`src/rtl/packer_config_sequencer.sv`:
```
// Config-bus sequencer: buffers (id, byte, last) program entries and replays them on configId/configData with tracing paused.
// Latency: commit at edge t -> busy/tracing=0 at t+1, first byte at t+1+DRAIN_CYCLES, one byte per cycle, one GAP per block, one DONE cycle.
// Backpressure: wr_ready only in IDLE with FIFO not full; commit/flush outside IDLE are ignored. Optional macro: PACKER_CFG_REPLAY_EN.
module packer_config_sequencer #(
  parameter int         MAX_CHAINS     = 4,
  parameter int         DEPTH          = 32,
  parameter int         DRAIN_CYCLES   = 4,
  parameter logic [7:0] IDLE_CONFIG_ID = 8'hFF
) (
  input  logic       clk,
  input  logic       reset,
  input  logic       tracing_req,
  input  logic       wr_valid,
  output logic       wr_ready,
  input  logic [7:0] wr_id,
  input  logic [7:0] wr_data,
  input  logic       wr_last,
  input  logic       commit,
  input  logic       flush,
  output logic       busy,
  output logic       done,
  output logic       error,
  output logic       tracing,
  output logic [7:0] configId,
  output logic [7:0] configData
);

  localparam int AW  = $clog2(DEPTH);
  localparam int CW  = AW + 1;
  localparam int DCW = $clog2(DRAIN_CYCLES + 1);

  if (DEPTH < 2 * MAX_CHAINS || (1 << AW) != DEPTH) begin : g_bad_depth
    $error("DEPTH must be a power of two holding at least one full packer program");
  end
  if (DRAIN_CYCLES < 1) begin : g_bad_drain
    $error("DRAIN_CYCLES must be at least 1");
  end

  typedef struct packed {
    logic [7:0] id;
    logic [7:0] data;
    logic       last;
  } entry_t;

  typedef enum logic [2:0] {S_IDLE, S_DRAIN, S_STREAM, S_GAP, S_DONE} state_t;

  entry_t         mem_q [DEPTH];
  state_t         state_q, state_d;
  logic [DCW-1:0] drain_cnt_q, drain_cnt_d;
  logic [AW-1:0]  wr_ptr_q, wr_ptr_d, rd_ptr_q, rd_ptr_d;
  logic [CW-1:0]  count_q, count_d;
  logic           last_q, last_d;
  logic           wr_ready_q, wr_ready_d, busy_q, busy_d, done_q, done_d;
  logic           error_q, error_d, tracing_q, tracing_d;
  logic [7:0]     cfg_id_q, cfg_id_d, cfg_data_q, cfg_data_d;
  logic           wr_fire, pop, start, do_flush;
  entry_t         head;
  logic [CW-1:0]  cur_rem;

  assign wr_fire = wr_valid & wr_ready_q;

`ifdef PACKER_CFG_REPLAY_EN
  // Replay reads through its own pointer so the stored program survives the sequence.
  logic [AW-1:0] rp_q, rp_d;
  logic [CW-1:0] rem_q, rem_d;
  assign head    = mem_q[rp_q];
  assign cur_rem = rem_q;
`else
  assign head    = mem_q[rd_ptr_q];
  assign cur_rem = count_q;
`endif

  // Sequencer next-state, bus outputs and pop decision.
  always_comb begin
    state_d     = state_q;
    drain_cnt_d = drain_cnt_q;
    last_d      = last_q;
    pop         = 1'b0;
    start       = 1'b0;
    do_flush    = 1'b0;
    done_d      = 1'b0;
    error_d     = 1'b0;
    cfg_id_d    = IDLE_CONFIG_ID;
    cfg_data_d  = 8'h00;
    case (state_q)
      S_IDLE: begin
        if (flush) begin
          do_flush = 1'b1;
          error_d  = commit;
        end else if (commit) begin
          if (count_q != '0 || wr_fire) begin
            state_d     = S_DRAIN;
            drain_cnt_d = DCW'(DRAIN_CYCLES);
            start       = 1'b1;
          end else begin
            error_d = 1'b1;
          end
        end
      end
      S_DRAIN: begin
        drain_cnt_d = drain_cnt_q - 1'b1;
        if (drain_cnt_d == '0) begin
          state_d = S_STREAM;
          pop     = 1'b1;
        end
      end
      S_STREAM: begin
        if (last_q) state_d = S_GAP;
        else        pop     = 1'b1;
      end
      S_GAP: begin
        if (cur_rem != '0) begin
          state_d = S_STREAM;
          pop     = 1'b1;
        end else begin
          state_d = S_DONE;
          done_d  = 1'b1;
        end
      end
      S_DONE:  state_d = S_IDLE;
      default: state_d = S_IDLE;
    endcase
    // The byte popped here is shown next cycle; the final entry always closes a block.
    if (pop) begin
      cfg_id_d   = head.id;
      cfg_data_d = head.data;
      last_d     = head.last | (cur_rem == CW'(1));
    end
    busy_d    = (state_d != S_IDLE);
    tracing_d = (state_d == S_IDLE) ? tracing_req : 1'b0;
  end

  // FIFO pointer and occupancy bookkeeping; writes and pops never share a cycle.
  always_comb begin
    wr_ptr_d = wr_ptr_q;
    rd_ptr_d = rd_ptr_q;
    count_d  = count_q;
`ifdef PACKER_CFG_REPLAY_EN
    rp_d  = rp_q;
    rem_d = rem_q;
    if (start) begin
      rp_d  = rd_ptr_q;
      rem_d = count_q + CW'(wr_fire);
    end else if (pop) begin
      rp_d  = rp_q + 1'b1;
      rem_d = rem_q - 1'b1;
    end
`endif
    if (do_flush) begin
      // A write presented alongside flush is discarded with the rest.
      wr_ptr_d = '0;
      rd_ptr_d = '0;
      count_d  = '0;
    end else begin
      if (wr_fire) begin
        wr_ptr_d = wr_ptr_q + 1'b1;
        count_d  = count_q + 1'b1;
      end
`ifndef PACKER_CFG_REPLAY_EN
      if (pop) begin
        rd_ptr_d = rd_ptr_q + 1'b1;
        count_d  = count_d - 1'b1;
      end
`endif
    end
    wr_ready_d = (state_d == S_IDLE) && (count_d < CW'(DEPTH));
  end

  // Program storage; no reset needed since occupancy is tracked separately.
  always_ff @(posedge clk) begin
    if (wr_fire && !do_flush) mem_q[wr_ptr_q] <= '{id: wr_id, data: wr_data, last: wr_last};
  end

  // State and registered outputs with synchronous reset.
  always_ff @(posedge clk) begin
    if (reset) begin
      state_q     <= S_IDLE;
      drain_cnt_q <= '0;
      wr_ptr_q    <= '0;
      rd_ptr_q    <= '0;
      count_q     <= '0;
      last_q      <= 1'b0;
      wr_ready_q  <= 1'b0;
      busy_q      <= 1'b0;
      done_q      <= 1'b0;
      error_q     <= 1'b0;
      tracing_q   <= 1'b0;
      cfg_id_q    <= IDLE_CONFIG_ID;
      cfg_data_q  <= 8'h00;
`ifdef PACKER_CFG_REPLAY_EN
      rp_q        <= '0;
      rem_q       <= '0;
`endif
    end else begin
      state_q     <= state_d;
      drain_cnt_q <= drain_cnt_d;
      wr_ptr_q    <= wr_ptr_d;
      rd_ptr_q    <= rd_ptr_d;
      count_q     <= count_d;
      last_q      <= last_d;
      wr_ready_q  <= wr_ready_d;
      busy_q      <= busy_d;
      done_q      <= done_d;
      error_q     <= error_d;
      tracing_q   <= tracing_d;
      cfg_id_q    <= cfg_id_d;
      cfg_data_q  <= cfg_data_d;
`ifdef PACKER_CFG_REPLAY_EN
      rp_q        <= rp_d;
      rem_q       <= rem_d;
`endif
    end
  end

  assign wr_ready   = wr_ready_q;
  assign busy       = busy_q;
  assign done       = done_q;
  assign error      = error_q;
  assign tracing    = tracing_q;
  assign configId   = cfg_id_q;
  assign configData = cfg_data_q;

endmodule

```
`config.mk`:
```
export PLATFORM = sky130hd
export DESIGN_NAME = packer_config_sequencer
export DESIGN_NICKNAME = d
export VERILOG_FILES = /design/src/rtl/packer_config_sequencer.sv
export SDC_FILE = /design/constraint.sdc
export NUM_CORES = 1
export LEC_CHECK = 0
export BUFFER_PORTS_ARGS = -buffer_cell sky130_fd_sc_hd__buf_2
export CAP_MARGIN = 15
export CORE_ASPECT_RATIO = 0.8
export CORE_MARGIN = 5
export CORE_UTILIZATION = 56
export CTS_BUF_LIST = sky130_fd_sc_hd__clkbuf_16
export CTS_CLUSTER_DIAMETER = 50
export DETAILED_ROUTE_END_ITERATION = 8
export PLACE_DENSITY = 0.78
export SYNTH_ARGS = -nofsm -noshare
export SYNTH_HDL_FRONTEND = slang
export SYNTH_SLANG_ARGS = --single-unit
export TNS_END_PERCENT = 5
```
`constraint.sdc`:
```
create_clock -name clk -period 2 [get_ports clk]
set_input_delay 0.3 -clock clk [delete_from_list [all_inputs] [get_ports clk]]
set_output_delay 0.3 -clock clk [all_outputs]
set_load 0.01 [all_outputs]
```
==> results.toml <==
[synthesis]
yosysMostFrequentCell = "edfxtp_1"
synth-seq-cells = 593
synth.avg_cell_area_um2 = 21.4
yosysWarnings = 0
synth_edf_count = 544
synth_area_mm2 = 0.0228
synth_top_area_share_pct = 71.6
synth_seq_area_share_pct = 75.9
synth_common_cells = "edfxtp_1, mux4_2, nor2_1"
syn_inst = 1066
synth.distinct_cells = 54
yosys-top-cells-area = "edfxtp_1, mux4_2, dfxtp_1"
async_flop_share_pct = 0
syn-num-nets = 1100
ys.flop_type = "edfxtp_1"
synth_top_area_cell = "edfxtp_1"

[final_layout]
antenna_cells = 0
fin_cells = 1862
fillers = 2422
nets = 1306
seq_area_mm2 = 0.0173
post-route-util_pct = 68.4
drive_gt1_share_pct = 40.3
area_growth_pct = 21.3
multi_input_area_mm2 = 0.00536

[critical_path]
reg2reg_depth = 6
start_kind = "flip-flop"
path_max_fanout = 6
setup.worst_path.end_class = "flip-flop"
cp_slowest_cell = "mux4_2"
cpLargestDelayFamily = "multiplexers"
cp_common_cell = "mux4_2"
reg2reg_slack_ns = -0.20
path_cells = "buf_6 -> buf_16 -> buf_12 -> mux4_2 -> mux4_2 -> o22a_1"
cp_data_arrival_time_ns = 2.69
critPathBufInv = 3
critPathKind = "flip-flop to flip-flop"
crit_required_ns = 2.49
regToRegEndpoint = "configId[5]$_SDFF_PP1_"
crit_path_max_incr_delay_ns = 0.53

[clock_tree]
clockBufferDepth = 3
clock_sinks = 593
htree_levels = 2
cts_tree = "yes"
root_buffer = "clkbuf_16"
insertion_delay_ns = 0.60
cts_made_buffers = 55
clk_pin_slew_ns = 0.06

[grt]
gr-total-overflow = 0
antenna_found_initial = 2
grt_pass1_vias = 12000
grt_usage_pct = 24.5
grt_max_degree = 33
grt_pass1_wl_um = 80100

[drt]
routed_wirelength_um = 54600
dr.first_iter.drc_count = 1493
num_vias = 11700
route.detailed.drc = 0
ant_nets = 0
wire_per_inst_um = 29.3
via_per_inst = 6.27
drt_first_pass_iters = 5

[power_and_ir_drop]
ir_worst_vdd_v = 0.000817
power_density_mw_per_mm2 = 886
power_leakage_nw = 8.79
p_total_mw = 24.5

[placement]
post-dp-hpwl_um = 31100
io_buffers = 43
gp_congestion = 0.834
dp_cells = 1740

[min_path]
hold_path_depth = 3
hold_path.class = "input port to flip-flop"
min_from = "flush"
holdPathEnd = "error$_SDFF_PP0_"

[floorplanning]
core_area_mm2 = 0.0405
dieArea_mm2 = 0.0449
start_util_pct = 56.4
ios = 44
die_w_um = 236
die_y_um = 190
num_rows = 66

[timing]
fin_crit_sh_pct = 110
clock_skew_ns = 0.0283
max_slew_margin_pct = 58.5
drv_slew = 0
fin_ws_ns = -0.202
hold_viol_final = 0
layout_min_cycle_time_ns = 2.20
fmax_mhz = 454
rsz0062_at_grt = "true"
setup_viol_count_final = 20
whs_ns = 0.0520
worst_pin_slew_ns = 0.622

[run]
maxCapViolations = 0

[outcome]
status = "finished with violations"
violations = "negative setup slack"
-- flip-flops by register name (all words and copies together), names as in the netlist, named ones only --
register and cells:
error 1, last_q 1, configData 8, busy 1, mem_q 544, state_q 3
wr_ready 1, configId 8, wr_ptr_q 5, tracing 1, rd_ptr_q 5, done 1
count_q 6, drain_cnt_q 3
-- worst register-to-register path: stages, from the launching register on --
cell	delay, ns
dfxtp_4	0.42
buf_6	0.16
buf_16	0.15
buf_12	0.11
mux4_2	0.53
mux4_2	0.50
o22a_1	0.22
-- worst max-delay path by stage --
stage / start / endpoint / slack [ns] / cells after the start
CTS: flip-flop / configId[3]$_SDFF_PP1_ / -0.16 / 6
finish: flip-flop / configId[5]$_SDFF_PP1_ / -0.20 / 6
floorplan: state_q[0]$_SDFF_PP0_ / mem_q[30][0]$_DFFE_PP_ / -0.21 / 5
global placement: flip-flop / configId[1]$_SDFF_PP1_ / -0.12 / 7
global route: flip-flop / configId[3]$_SDFF_PP1_ / -0.23 / 6
detailed placement: flip-flop / configId[0]$_SDFF_PP1_ / -0.18 / 5
-- timing repair --
action                                  CTS  global route
gates resized for setup                  34            32
endpoints found under the hold margin     2             0
endpoints found under the setup margin   39            35
pin swaps                                 1             8
buffers inserted                         11             3
hold buffers                              2             0
cloned                                    3             1
-- report_power, final --
part           internal, mW  leakage, nW  total, mW  switching (mW)
Clock                  6.00        0.902       10.5            4.51
Sequential             13.5         5.29       13.6          0.0151
Combinational         0.133         2.60      0.436           0.303
-- final cells by class --
| cell class | instances | share of cell area, % |
|---|---|---|
| Sequential cell | 593 | 62.7 |
| Inverter | 28 | 0.389 |
| Clock inverter | 47 | 1.52 |
| Clock buffer | 56 | 5.07 |
| Tap cell | 544 | 2.46 |
| Timing Repair Buffer | 203 | 8.50 |
| Multi-Input combinational cell | 391 | 19.4 |
-- metal layers --
layer	global-route usage, %	vias to the layer above	share of wire (%)
li1	-	4824	-
met1	34.8	6162	39
met2	39.8	580	49
met3	5.08	98	9.1
met4	6.83	4	2.5
met5	0	-	0.051
-- stage by stage --
stage	setup slack, ns	instance area [µm²]	setup TNS (ns)
floorplan	-0.211	22800	-114.25
global placement	-0.116	25300	-1.23
detailed placement	-0.183	25300	-1.85
CTS	-0.162	27500	-2.30
global route	-0.228	27700	-3.77
finish	-0.202	27700	-2.91
-- cells in the final DEF, fill, tap and decap left out, types with 13 or more instances in the layout --
| master | count |
|---|---|
| edfxtp_1 | 544 |
| mux4_2 | 157 |
| buf_4 | 78 |
| buf_12 | 63 |
| clkbuf_16 | 57 |
| buf_2 | 43 |
| dfxtp_1 | 42 |
| nor2_2 | 35 |
| nor2_1 | 23 |
| inv_1 | 21 |
| nand2_1 | 16 |
| clkinv_1 | 16 |
| nor2b_1 | 13 |
| mux2i_1 | 13 |
| clkinv_2 | 13 |
-- cells by family (layout without fill, tap and decap cells) --
kind of cell             after synthesis  in the layout  synth area share [%]
AO/OA/AOI/OAI                         66             66                  2.20
XOR/XNOR                              18             18                 0.691
adder cells (fa/ha/maj)               11             11                 0.604
buffers and inverters                 82            334                  1.65
flip-flops                           593            593                  75.9
multiplexers                         172            172                  16.2
AND/OR/NAND/NOR                      124            124                  2.75
Note: power is estimated with default switching activity, not from simulation.
